--- src/rtl/mdu_pkg.sv ---
// mdu_pkg: shared encodings for the RV32M multiply/divide sequencer.
// Rev 1.0
`default_nettype none

package mdu_pkg;

  localparam logic [2:0] MDU_MUL    = 3'd0;
  localparam logic [2:0] MDU_MULH   = 3'd1;
  localparam logic [2:0] MDU_MULHSU = 3'd2;
  localparam logic [2:0] MDU_MULHU  = 3'd3;
  localparam logic [2:0] MDU_DIV    = 3'd4;
  localparam logic [2:0] MDU_DIVU   = 3'd5;
  localparam logic [2:0] MDU_REM    = 3'd6;
  localparam logic [2:0] MDU_REMU   = 3'd7;

  localparam int ITER = 32;

  typedef enum logic [2:0] {
    S_IDLE   = 3'd0,
    S_PREP_A = 3'd1,
    S_PREP_B = 3'd2,
    S_LOOP   = 3'd3,
    S_FIX_LO = 3'd4,
    S_FIX_HI = 3'd5,
    S_DONE   = 3'd6
  } mdu_state_e;

endpackage

`default_nettype wire

--- src/rtl/mdu_seq.sv ---
// mdu_seq: multi-cycle RV32M MUL*/DIV*/REM* sequencer borrowing the ALU's shared adder.
// Rev 1.0
`default_nettype none

module mdu_seq
  import mdu_pkg::*;
#(
  parameter int XLEN = 32
) (
  input  logic            clk,
  input  logic            rst_n,
  input  logic            start,
  input  logic            kill,
  input  logic [2:0]      op,
  input  logic [XLEN-1:0] a,
  input  logic [XLEN-1:0] b,
  output logic            busy,
  output logic            done,
  output logic [XLEN-1:0] result,
  output logic            add_req,
  output logic [XLEN-1:0] add_a,
  output logic [XLEN-1:0] add_b,
  output logic            add_cin,
  input  logic [XLEN-1:0] add_sum,
  input  logic            add_cout
);

  localparam logic [4:0]      LAST_ITER = 5'(ITER - 1);
  localparam logic [XLEN-1:0] INT_MIN   = {1'b1, {(XLEN-1){1'b0}}};

  mdu_state_e      state_q, state_d;
  logic [2:0]      op_q, op_d;
  logic            sa_q, sa_d, sb_q, sb_d;
  logic [XLEN-1:0] am_q, am_d, bm_q, bm_d;
  logic [XLEN-1:0] hi_q, hi_d, lo_q, lo_d;
  logic [4:0]      cnt_q, cnt_d;
  logic            carry_q, carry_d;
  logic [XLEN-1:0] result_q, result_d;

  logic            in_sa, in_sb, in_dz, in_ovf, in_rem;
  logic            is_div, is_rem, neg;
  logic            div_ov;
  logic [XLEN-1:0] sh_hi, sh_lo;
  logic            mul_c;
  logic [XLEN-1:0] mul_h;

  assign in_sa  = (op == MDU_MUL) | (op == MDU_MULH) | (op == MDU_MULHSU)
                | (op == MDU_DIV) | (op == MDU_REM);
  assign in_sb  = (op == MDU_MULH) | (op == MDU_DIV) | (op == MDU_REM);
  assign in_rem = op[2] & op[1];
  assign in_dz  = op[2] & (b == '0);
  assign in_ovf = ((op == MDU_DIV) | (op == MDU_REM)) & (a == INT_MIN) & (b == '1);

  assign is_div = op_q[2];
  assign is_rem = op_q[2] & op_q[1];
  // REM negates by the dividend sign only; quotient and product by sa ^ sb.
  assign neg    = is_rem ? sa_q : (sa_q ^ sb_q);

  assign div_ov = hi_q[XLEN-1];
  assign sh_hi  = {hi_q[XLEN-2:0], lo_q[XLEN-1]};
  assign sh_lo  = {lo_q[XLEN-2:0], 1'b0};
  assign mul_c  = lo_q[0] & add_cout;
  assign mul_h  = lo_q[0] ? add_sum : hi_q;

  assign busy    = (state_q != S_IDLE) && (state_q != S_DONE);
  assign add_req = busy;
  assign done    = (state_q == S_DONE);
  assign result  = result_q;

  // Adder operands depend on registered state only, keeping the loop one adder deep.
  always_comb begin
    add_a   = '0;
    add_b   = '0;
    add_cin = 1'b0;
    case (state_q)
      S_PREP_A: begin
        add_a   = sa_q ? ~am_q : am_q;
        add_cin = sa_q;
      end
      S_PREP_B: begin
        add_a   = sb_q ? ~bm_q : bm_q;
        add_cin = sb_q;
      end
      S_LOOP: begin
        if (is_div) begin
          add_a   = sh_hi;
          add_b   = ~bm_q;
          add_cin = 1'b1;
        end else begin
          add_a   = hi_q;
          add_b   = am_q;
        end
      end
      S_FIX_LO: begin
        add_a   = is_rem ? (neg ? ~hi_q : hi_q) : (neg ? ~lo_q : lo_q);
        add_cin = neg;
      end
      S_FIX_HI: begin
        if (is_div) begin
          add_a   = hi_q;
        end else begin
          add_a   = neg ? ~hi_q : hi_q;
          add_cin = neg & carry_q;
        end
      end
      default: ;
    endcase
  end

  always_comb begin
    state_d  = state_q;
    op_d     = op_q;
    sa_d     = sa_q;
    sb_d     = sb_q;
    am_d     = am_q;
    bm_d     = bm_q;
    hi_d     = hi_q;
    lo_d     = lo_q;
    cnt_d    = cnt_q;
    carry_d  = carry_q;
    result_d = result_q;
    case (state_q)
      S_IDLE: begin
        if (start) begin
          op_d  = op;
          sa_d  = in_sa & a[XLEN-1];
          sb_d  = in_sb & b[XLEN-1];
          am_d  = a;
          bm_d  = b;
          hi_d  = '0;
          lo_d  = '0;
          cnt_d = '0;
          if (in_dz) begin
            result_d = in_rem ? a : '1;
            state_d  = S_DONE;
          end else if (in_ovf) begin
            result_d = in_rem ? '0 : INT_MIN;
            state_d  = S_DONE;
          end else begin
            state_d  = S_PREP_A;
          end
        end
      end
      S_PREP_A: begin
        am_d    = add_sum;
        state_d = S_PREP_B;
      end
      S_PREP_B: begin
        bm_d    = add_sum;
        hi_d    = '0;
        lo_d    = is_div ? am_q : add_sum;
        cnt_d   = '0;
        state_d = S_LOOP;
      end
      S_LOOP: begin
        if (is_div) begin
          // Restoring step: the bit shifted out of hi forces acceptance.
          if (div_ov | add_cout) begin
            hi_d = add_sum;
            lo_d = sh_lo | {{(XLEN-1){1'b0}}, 1'b1};
          end else begin
            hi_d = sh_hi;
            lo_d = sh_lo;
          end
        end else begin
          hi_d = {mul_c, mul_h[XLEN-1:1]};
          lo_d = {mul_h[0], lo_q[XLEN-1:1]};
        end
        cnt_d = cnt_q + 5'd1;
        if (cnt_q == LAST_ITER) state_d = S_FIX_LO;
      end
      S_FIX_LO: begin
        if (is_rem) begin
          hi_d = add_sum;
        end else begin
          lo_d    = add_sum;
          carry_d = add_cout;
        end
        state_d = S_FIX_HI;
      end
      S_FIX_HI: begin
        hi_d = add_sum;
        if (is_div) result_d = is_rem ? add_sum : lo_q;
        else        result_d = (op_q == MDU_MUL) ? lo_q : add_sum;
        state_d = S_DONE;
      end
      S_DONE:  state_d = S_IDLE;
      default: state_d = S_IDLE;
    endcase
    if (kill && (state_q != S_IDLE)) begin
      state_d  = S_IDLE;
      result_d = result_q;
    end
  end

  always_ff @(posedge clk) begin
    if (!rst_n) begin
      state_q  <= S_IDLE;
      op_q     <= '0;
      sa_q     <= 1'b0;
      sb_q     <= 1'b0;
      am_q     <= '0;
      bm_q     <= '0;
      hi_q     <= '0;
      lo_q     <= '0;
      cnt_q    <= '0;
      carry_q  <= 1'b0;
      result_q <= '0;
    end else begin
      state_q  <= state_d;
      op_q     <= op_d;
      sa_q     <= sa_d;
      sb_q     <= sb_d;
      am_q     <= am_d;
      bm_q     <= bm_d;
      hi_q     <= hi_d;
      lo_q     <= lo_d;
      cnt_q    <= cnt_d;
      carry_q  <= carry_d;
      result_q <= result_d;
    end
  end

endmodule

`default_nettype wire

--- config.mk ---
export PLATFORM = sky130hd
export DESIGN_NAME = mdu_seq
export DESIGN_NICKNAME = d
export VERILOG_FILES = /design/src/rtl/mdu_pkg.sv /design/src/rtl/mdu_seq.sv
export SDC_FILE = /design/constraint.sdc
export NUM_CORES = 1
export LEC_CHECK = 0
export BUFFER_PORTS_ARGS = -buffer_cell sky130_fd_sc_hd__clkbuf_2
export CORE_ASPECT_RATIO = 0.75
export CORE_MARGIN = 4
export CORE_UTILIZATION = 55
export CTS_CLUSTER_DIAMETER = 120
export DETAILED_ROUTE_END_ITERATION = 10
export PLACE_DENSITY = 0.77
export RECOVER_POWER = 25
export SYNTH_ARGS = -nofsm -noshare
export SYNTH_HDL_FRONTEND = slang
export SYNTH_SLANG_ARGS = --single-unit
--- constraint.sdc ---
create_clock -name clk -period 6.4 [get_ports clk]
set_clock_uncertainty 0.05 [all_clocks]
set_input_delay 0.32 -clock clk [delete_from_list [all_inputs] [get_ports clk]]
set_output_delay 0.32 -clock clk [all_outputs]
set_load 0.1 [all_outputs]
# Word level (Yosys, flattened, before mapping)
# Index checks and enable logic that the tools add are counted.
# word_totals
wordCells,124
output_inout_bits,100
in_bits,104
regBits,174
# op_classes
n_reduce_logical,23
bitwise,25
n_mux,45
add_sub_neg,1
n_eq_ne,19
# op_table
cell,count
$mux 32,27
$pmux 32 s5,2
$pmux 32 s2,3
$not 32->32,4
$pmux 32 s4,1
$eq 32x32->1 const B,2
$logic_not 32->1,1
$pmux 3 s6,1
$eq 3x3->1 const B,5
$pmux 5 s3,1
$mux 3,4
$reduce_and 2->1,6
$and 1x1->1,9
$eq 3x2->1 const B,3
$logic_not 3->1,3
$ne 2x2->1 const B,4
$or 1x1->1,8
$eq 3x1->1 const B,2
$ne 3x3->1 const B,2
$reduce_and 3->1,2
$reduce_bool 2->1,3
$reduce_bool 3->1,2
$add 5x1->5 const B,1
$eq 5x5->1 const B,1
10 further kinds,16

# Logic depth before layout (Yosys ltp)
# Gate-level depths: netlist of the first run.
# logic_depth
ltp_word,8
ltp_mapped,11
depth_no_buf,7

# Worst setup path after synthesis of the first run
# OpenSTA, ideal clock, no wires.
# synth_timing
kind,register to output
start,reg state_q[2]
end,out busy
setup_slack_ps,966
path_stages_with_launch,6
n_path_buf,3
t_arrival_ps,5064
t_required_ps,6030
path_cell_list,dfxtp_1 > clkbuf_1 > clkbuf_1 > nor3b_1 > nor2_1 > buf_4
# synth_via
elab_chain_cells,2
elab_cells_between_ends,3
classes_between,eq/ne: 1; reduce/logical: 2
# synth_rtl
item,line,text
start: declaration,mdu_seq.sv:31,"mdu_state_e state_q, state_d;"
start signal: assignment,mdu_seq.sv:210,state_q <= state_d;
$ne 3x3->1 / $reduce_bool 3->1 (equally long branches),mdu_seq.sv:65,assign busy = (state_q != S_IDLE) && (state_q != S_DONE);
$logic_and 1x1->1 *,mdu_seq.sv:65,
end: declaration,mdu_seq.sv:17,"output logic busy,"
# Mark *: on every way between the ends. The rest lies on a longest branch, timed or not.

# Final worst setup path of the first run
# layout_timing
start,reg sb_q
end,out add_a[8]
# layout_via
elab_chain_cells,5
elab_cells_between_ends,8
classes_between,mux: 7; bitwise: 1
# layout_rtl
item,line,text
start: declaration,mdu_seq.sv:33,"logic sa_q, sa_d, sb_q, sb_d;"
start signal: assignment,mdu_seq.sv:201,sb_q <= 1'b0;
start signal: assignment,mdu_seq.sv:213,sb_q <= sb_d;
$xor 1x1->1,mdu_seq.sv:57,assign neg = is_rem ? sa_q : (sa_q ^ sb_q);
$mux 1,mdu_seq.sv:57,
$mux 32 (on tied branches),"mdu_seq.sv:95, mdu_seq.sv:102",
$mux 32 (on tied branches),"mdu_seq.sv:99, mdu_seq.sv:95",
$pmux 32 s5 *,mdu_seq.sv:75,case (state_q)
end: declaration,mdu_seq.sv:21,"output logic [XLEN-1:0] add_a,"
# Marks and branches as above.

==> results.txt, run 1 <==
----------------------------------------------------
[Place]
  Final RePlAce weighted congestion ... 0.960
  Post-detailed-placement half-perimeter wirelength ... 36400 µm
  Placement-stage worst setup slack ... 2.46 ns
  Number of cells after detailed placement ... 2100
  Buffers added on ports ... 203

[Timing]
  Unrepaired setup endpoints after global routing ... no
  Ratio of final minimum period to clock period ... 70.2%
  Fin. max-slew vios ... 39
  Transition time at the pin with the least slew margin ... 2.14 ns
  Final count of hold timing violations ... 0
  Crit path setup slack, layout ... 1.91 ns
  F_max ... 223 MHz
  Minimum clock period ... 4.49 ns
  Summed negative setup slack over all endpoints ... 0 ns
  Slew Limit Headroom ... -42.5%
  Final Setup Violations ... 0

[CTS]
  CTS buffer count ... 17
  CTS tree ... yes
  Clock-pin slew of the registers on the worst-case setup and hold paths ... 0.07 ns
  Bufs on Longest Clock Path ... 2
  Worst-Skew Late Latency ... 0.45 ns
  CTS root buffer ... sky130_fd_sc_hd__clkbuf_16
  Number of H-tree levels ... 4
  Count of hold buffers inserted by post-cts repair ... 0
  Number of gates resized after cts ... 0
  Buffer count from post-CTS setup fixing ... 0
  Number of clock sinks ... 174

[Synth]
  Total standard cell area after synthesis ... 13600 µm²
  Synthesized Nets ... 1866
  Number of flops mapped to enable cells by yosys ... 0
  Share of flip-flops with an asynchronous set or reset after synthesis ... 0%
  Number of distinct library cells after synthesis ... 57
  Top_reg_cell synth ... sky130_fd_sc_hd__dfxtp_1
  Synth warnings ... 0
  Most common cell in the netlist ... sky130_fd_sc_hd__clkbuf_1
  Leading cell types by count after synthesis ... 189 x sky130_fd_sc_hd__clkbuf_1, 174 x sky130_fd_sc_hd__dfxtp_1, 158 x sky130_fd_sc_hd__nand2_1
  Avg Synthesized Cell Area ... 7.73 µm²
  Post-synthesis sequential area ratio ... 25.6%
  Cell type with the largest total area after synthesis ... sky130_fd_sc_hd__dfxtp_1
  Main area contributors after synthesis ... sky130_fd_sc_hd__dfxtp_1 26%, sky130_fd_sc_hd__mux2i_1 11%, sky130_fd_sc_hd__o211a_1 6.4%, sky130_fd_sc_hd__clkbuf_1 5.2%, sky130_fd_sc_hd__xor2_1 5.0%
  Flip-flop and latch count after synthesis ... 174
  Number of instances in the synthesized netlist ... 1758
  Synth top area share ... 25.6%

[GRT]
  First-pass GRT wire length ... 80700 µm
  Combined global-route utilization of all metal layers ... 37.1%
  Residual overflow from global routing ... 0
  Number of antenna violations at the first check in global routing ... 0
  Largest net degree at the start of global routing ... 110
  Number of global-route vias before repair ... 13.5k

[Power and ir drop]
  Clk network pwr share ... 27.2%
  Power after layout ... 3.84 mW
  Cell area power density ... 257 nW/µm²
  Worst IR Drop VDD ... 192 µV
  Power dissipated by switching net loads ... 1.63 mW
  Sequential Power Share ... 36.2%
  Switching power as a share of total power ... 42.3%
  Part of the power in combinational logic ... 36.6%
  Pint ... 2.22 mW
  P_leak ... 6.57 nW

[Critical path]
  Crit path max fanout ... 35
  Cell with the most instances on the worst path ... sky130_fd_sc_hd__buf_4
  Critical path, cell by cell ... buf_4 > a21boi_0 > xnor2_2 > buf_4 > nor2_4 > xor2_1 > a221oi_1 > o22ai_1 > clkbuf_2
  Maximum cell stage delay along the critical path ... 1.00 ns
  Startpoint type of the worst setup path ... register
  Startpoint of the lowest-slack register-to-register path ... state_q[1]
  Worst Setup End Kind ... output port
  CP max stage cell ... sky130_fd_sc_hd__nor2_4
  Data required time of the worst path ... 6.03 ns
  Arrival time of the worst setup path ... 4.12 ns
  Critical Setup Path Class ... reg -> out
  CP Launch Point ... sb_q

[Drt]
  Remaining routing DRC violations ... 0
  Initial detailed-routing violation count ... 2078
  Antenna violation net count after detailed routing ... 0
  First drt pass iteration count ... 9
  Total wire length after detailed routing ... 52700 µm
  Via count ... 14.8k
  Wire length per cell ... 24.7 µm
  Number of vias per cell after detailed routing ... 6.96

[Floorplan]
  Starting density of the core ... 56.3%
  Area inside the core boundary ... 24200 µm²
  Floorplan die area ... 27300 µm²
  # IOs ... 204
  Die X-Extent ... 190 µm
  Row count ... 49
  Die boundary height ... 144 µm

[Outcome]
  Violated checks ... max-capacitance violations, max-slew violations
  Run status ... finished, violations left

[Cells and area]
  Ant. Diodes ... 0
  Area used by multi-input combinational logic ... 9330 µm²
  Fillers ... 2261
  Sequential cell area ... 3490 µm²
  Final Core Density ... 61.9%
  NumNets Final ... 1896
  Share of post-route cells with drive strength above 1 ... 13.3%
  Final Non-Filler Cells ... 2129
  Layout-stage area growth over the synthesis result ... 9.96%

[Hold path]
  Worst hold path type ... in -> reg
  Hold path startpoint ... op[1]

[Job]
  Maxcap violations ... 1

----------------------------------------------------
worst max-delay path: cells and delay by family (launching register included):
kind | cells | cell delay (ns)
xor+xnor | 2 | 0.28
compound gates | 3 | 0.75
flops | 1 | 0.31
buf+inv | 3 | 1.28
simple gates | 1 | 1.00
cells by family (layout without fill, tap and decap cells):
group	count (synthesis)	after routing	synth area share, %
flops	174	174	25.6
fa+ha+maj	4	4	0.368
mux	148	148	10.9
simple gates	559	559	19.7
xor+xnor	132	132	8.50
compound gates	522	522	28.5
buf+inv	219	259	6.36
metal layers:
| metal | up-vias | wire, µm | track usage (%) |
|---|---|---|---|
| li1 | 6530 | - | - |
| met1 | 7050 | 20700 | 49.0 |
| met2 | 1036 | 23900 | 60.4 |
| met3 | 203 | 5190 | 5.79 |
| met4 | 0 | 2940 | 16.8 |
| met5 | - | 0 | 0 |
registers in the layout, summed over array words and instances (netlist names):
name / flops
am_q: 32
op_q: 3
hi_q: 32
sa_q: 1
carry_q: 1
sb_q: 1
cnt_q: 5
state_q: 3
bm_q: 32
result: 32
lo_q: 32
area by class of cell:
class,count,share of cell area [%]
tap,331,2.77
multi-input combinational,1365,62.4
sequential,174,23.4
clock buffer,23,3.34
clock inverter,6,0.393
timing repair buffer,226,7.65
inverter,4,0.100
metrics by stage:
step | hold WS (ns) | area (µm²)
2_1_floorplan | 0.394 | 13600
3_3_place_gp | 0.398 | 14400
3_5_place_dp | 0.401 | 14400
4_1_cts | 0.120 | 15000
5_1_grt | 0.169 | 14900
6_report | 0.140 | 14900
placed cells by master (no fill, tap or decap), types with 4 or more instances in the layout:
cell type	instances
sky130_fd_sc_hd__clkbuf_1	38
sky130_fd_sc_hd__dfxtp_1	170
sky130_fd_sc_hd__clkbuf_2	167
sky130_fd_sc_hd__and2_1	10
sky130_fd_sc_hd__a211oi_1	62
sky130_fd_sc_hd__nor3_1	19
sky130_fd_sc_hd__nand4b_1	4
sky130_fd_sc_hd__nand2_1	157
sky130_fd_sc_hd__a21boi_0	8
sky130_fd_sc_hd__clkinv_2	4
sky130_fd_sc_hd__a22oi_1	43
sky130_fd_sc_hd__buf_4	23
sky130_fd_sc_hd__o211ai_1	18
sky130_fd_sc_hd__nor2_1	148
sky130_fd_sc_hd__clkbuf_16	18
sky130_fd_sc_hd__nand3_1	63
sky130_fd_sc_hd__nor2b_1	76
sky130_fd_sc_hd__xnor2_1	53
sky130_fd_sc_hd__o211a_1	87
sky130_fd_sc_hd__o21ai_0	54
sky130_fd_sc_hd__xor2_1	78
sky130_fd_sc_hd__a222oi_1	25
sky130_fd_sc_hd__nor4_1	11
sky130_fd_sc_hd__a32oi_1	16
sky130_fd_sc_hd__o22ai_1	53
sky130_fd_sc_hd__nand3b_1	17
sky130_fd_sc_hd__a221oi_1	50
sky130_fd_sc_hd__or4_1	4
sky130_fd_sc_hd__nand4_1	8
sky130_fd_sc_hd__a21oi_1	83
sky130_fd_sc_hd__ha_1	4
sky130_fd_sc_hd__a2bb2oi_1	6
sky130_fd_sc_hd__or3_1	19
sky130_fd_sc_hd__mux2i_1	147
path summary, 6_finish.rpt:
kind	cells past startpoint	slack, ns	endpoint
setup / recovery	9	1.91	add_a[8]
hold / removal	3	0.14	op_q[1]
setup reg to reg	5	2.62	bm_q[10]
hold reg to reg	2	0.41	result[19]
power by group through the flow:
stage | combinational [mW] | clock (mW) | sequential [mW]
2_1_floorplan | 1.01 | 0 | 1.40
3_3_place_gp | 1.35 | 0 | 1.41
3_5_place_dp | 1.38 | 0 | 1.41
4_1_cts | 1.38 | 1.04 | 1.38
5_1_grt | 1.49 | 1.09 | 1.40
6_report | 1.41 | 1.05 | 1.39
Power figures use the tool's default switching activity.
==> run 2, diff against run 1 <==
- CORE_UTILIZATION: 55 -> 53
- PLACE_DENSITY: 0.77 -> 0.78
- clock period: 6.4 -> 3.9 ns (I/O delays scaled with it)
==> results.txt, run 2 (synthesized netlist as in run 1, its figures left out) <==
----------------------------------------------------
[Outcome]
  Run status ... completed

[Floorplan]
  Area inside the core boundary ... 25100 µm²
  Row count ... 50
  Die boundary height ... 147 µm
  Starting density of the core ... 54.2%
  # IOs ... 204
  Floorplan die area ... 28300 µm²
  Die X-Extent ... 193 µm

[Power and ir drop]
  Switching power as a share of total power ... 41.0%
  Power dissipated by switching net loads ... 2.73 mW
  Sequential Power Share ... 33.9%
  Cell area power density ... 427 nW/µm²
  Part of the power in combinational logic ... 36.5%
  Worst IR Drop VDD ... 390 µV
  Clk network pwr share ... 29.6%
  P_leak ... 6.80 nW
  Pint ... 3.93 mW

[Timing]
  Fin. max-slew vios ... 0
  Crit path setup slack, layout ... 0.185 ns
  F_max ... 269 MHz
  Final count of hold timing violations ... 0
  Ratio of final minimum period to clock period ... 95.2%
  Unrepaired setup endpoints after global routing ... no
  Slew Limit Headroom ... 6.36%
  Minimum clock period ... 3.71 ns
  Transition time at the pin with the least slew margin ... 1.40 ns
  Final Setup Violations ... 0

[Drt]
  Wire length per cell ... 24.4 µm
  Number of vias per cell after detailed routing ... 6.89
  Total wire length after detailed routing ... 52700 µm
  First drt pass iteration count ... 9
  Remaining routing DRC violations ... 0
  Via count ... 14.9k
  Antenna violation net count after detailed routing ... 0
  Initial detailed-routing violation count ... 2400

[Cells and area]
  Share of post-route cells with drive strength above 1 ... 14.3%
  Fillers ... 2200
  Layout-stage area growth over the synthesis result ... 14.8%
  Final standard cell area without fillers ... 15600 µm²
  Leading cell types in the layout, fill and taps excluded ... 170 x sky130_fd_sc_hd__dfxtp_1, 157 x sky130_fd_sc_hd__nand2_1, 148 x sky130_fd_sc_hd__nor2_1
  Ant. Diodes ... 0
  NumNets Final ... 1914
  Most common cell after layout, fill and taps aside ... sky130_fd_sc_hd__dfxtp_1

[Critical path]
  Crit path max fanout ... 20
  Arrival time of the worst setup path ... 3.47 ns
  Critical Setup Path Class ... reg -> out
  Startpoint type of the worst setup path ... register
  Data required time of the worst path ... 3.65 ns
  Worst Setup End Kind ... output port

[GRT]
  Number of global-route vias before repair ... 14.1k
  Combined global-route utilization of all metal layers ... 35.9%
  First-pass GRT wire length ... 81400 µm
  Residual overflow from global routing ... 0
  Number of antenna violations at the first check in global routing ... 0
  Largest net degree at the start of global routing ... 141

[CTS]
  Clock-pin slew of the registers on the worst-case setup and hold paths ... 0.07 ns
  Bufs on Longest Clock Path ... 2
  Number of gates resized after cts ... 0
  CTS buffer count ... 17
  Number of H-tree levels ... 4
  CTS tree ... yes
  CTS root buffer ... sky130_fd_sc_hd__clkbuf_16
  Count of hold buffers inserted by post-cts repair ... 1
  Worst-Skew Late Latency ... 0.45 ns
  Buffer count from post-CTS setup fixing ... 0
  Number of clock sinks ... 174

[Place]
  Buffers added on ports ... 203
  Cell area after placement ... 15000 µm²
  Placement-stage worst setup slack ... 0.797 ns
  Final RePlAce weighted congestion ... 0.953
  Post-detailed-placement half-perimeter wirelength ... 36400 µm

[Job]
  Maxcap violations ... 0

[Hold path]
  Worst hold path type ... in -> reg

----------------------------------------------------
[run 2: layout make-up]
type	count	area, µm²	area share [%]
well taps	338	423	2.71
flip-flops and latches	174	3490	22.4
clock buffers	17	425	2.73
inverters	4	15.0	0.0962
multi-input cells	1365	9310	59.7
repair buffers	244	1710	11.0
clock inverters	15	233	1.49
[run 2: worst max-delay path, stage by stage (launching register included)]
cell                       delay [ns]
sky130_fd_sc_hd__dfxtp_1         0.61
sky130_fd_sc_hd__clkinv_1        0.36
sky130_fd_sc_hd__or3_1           0.83
sky130_fd_sc_hd__buf_4           0.37
sky130_fd_sc_hd__o22ai_1         0.14
sky130_fd_sc_hd__a221oi_1        0.08
sky130_fd_sc_hd__o22ai_1         0.39
sky130_fd_sc_hd__buf_12          0.23
[run 2: power by group through the flow]
stage	sequential (mW)	combinational, mW	clock, mW
floorplan	2.30	1.65	0
global placement	2.28	2.34	0
detailed placement	2.29	2.38	0
CTS	2.25	2.39	1.97
global route	2.28	2.57	2.04
finish	2.26	2.43	1.97
[run 2: path summary, 6_finish.rpt]
kind / from / end / slack (ns) / cells after the start
min reg2reg: result[1] / result[1] / 0.42 / 2
max reg2reg: state_q[1] / hi_q[7] / 0.48 / 6
min: add_cout / carry_q / 0.04 / 3
max: state_q[1] / add_a[9] / 0.19 / 7
[run 2: layer usage]
| metal | routed length, µm | vias up | global-route usage, % |
|---|---|---|---|
| met3 | 5760 | 218 | 5.70 |
| met5 | 0 | - | 0 |
| li1 | - | 6573 | - |
| met2 | 24100 | 1062 | 56.3 |
| met4 | 2700 | 0 | 17.4 |
| met1 | 20100 | 7008 | 48.3 |
[run 2: stage by stage]
step	instances	hold WS, ns	TNS [ns]	power, mW	utilization [%]
global placement	2124	0.399	0	4.62	59.9
global route	2157	0.0471	0	6.89	62.2
finish	2157	0.0379	0	6.66	62.2
floorplan	1758	0.290	-0.190	3.95	-
detailed placement	2124	0.406	0	4.67	59.9
CTS	2157	0.0184	0	6.60	62.5
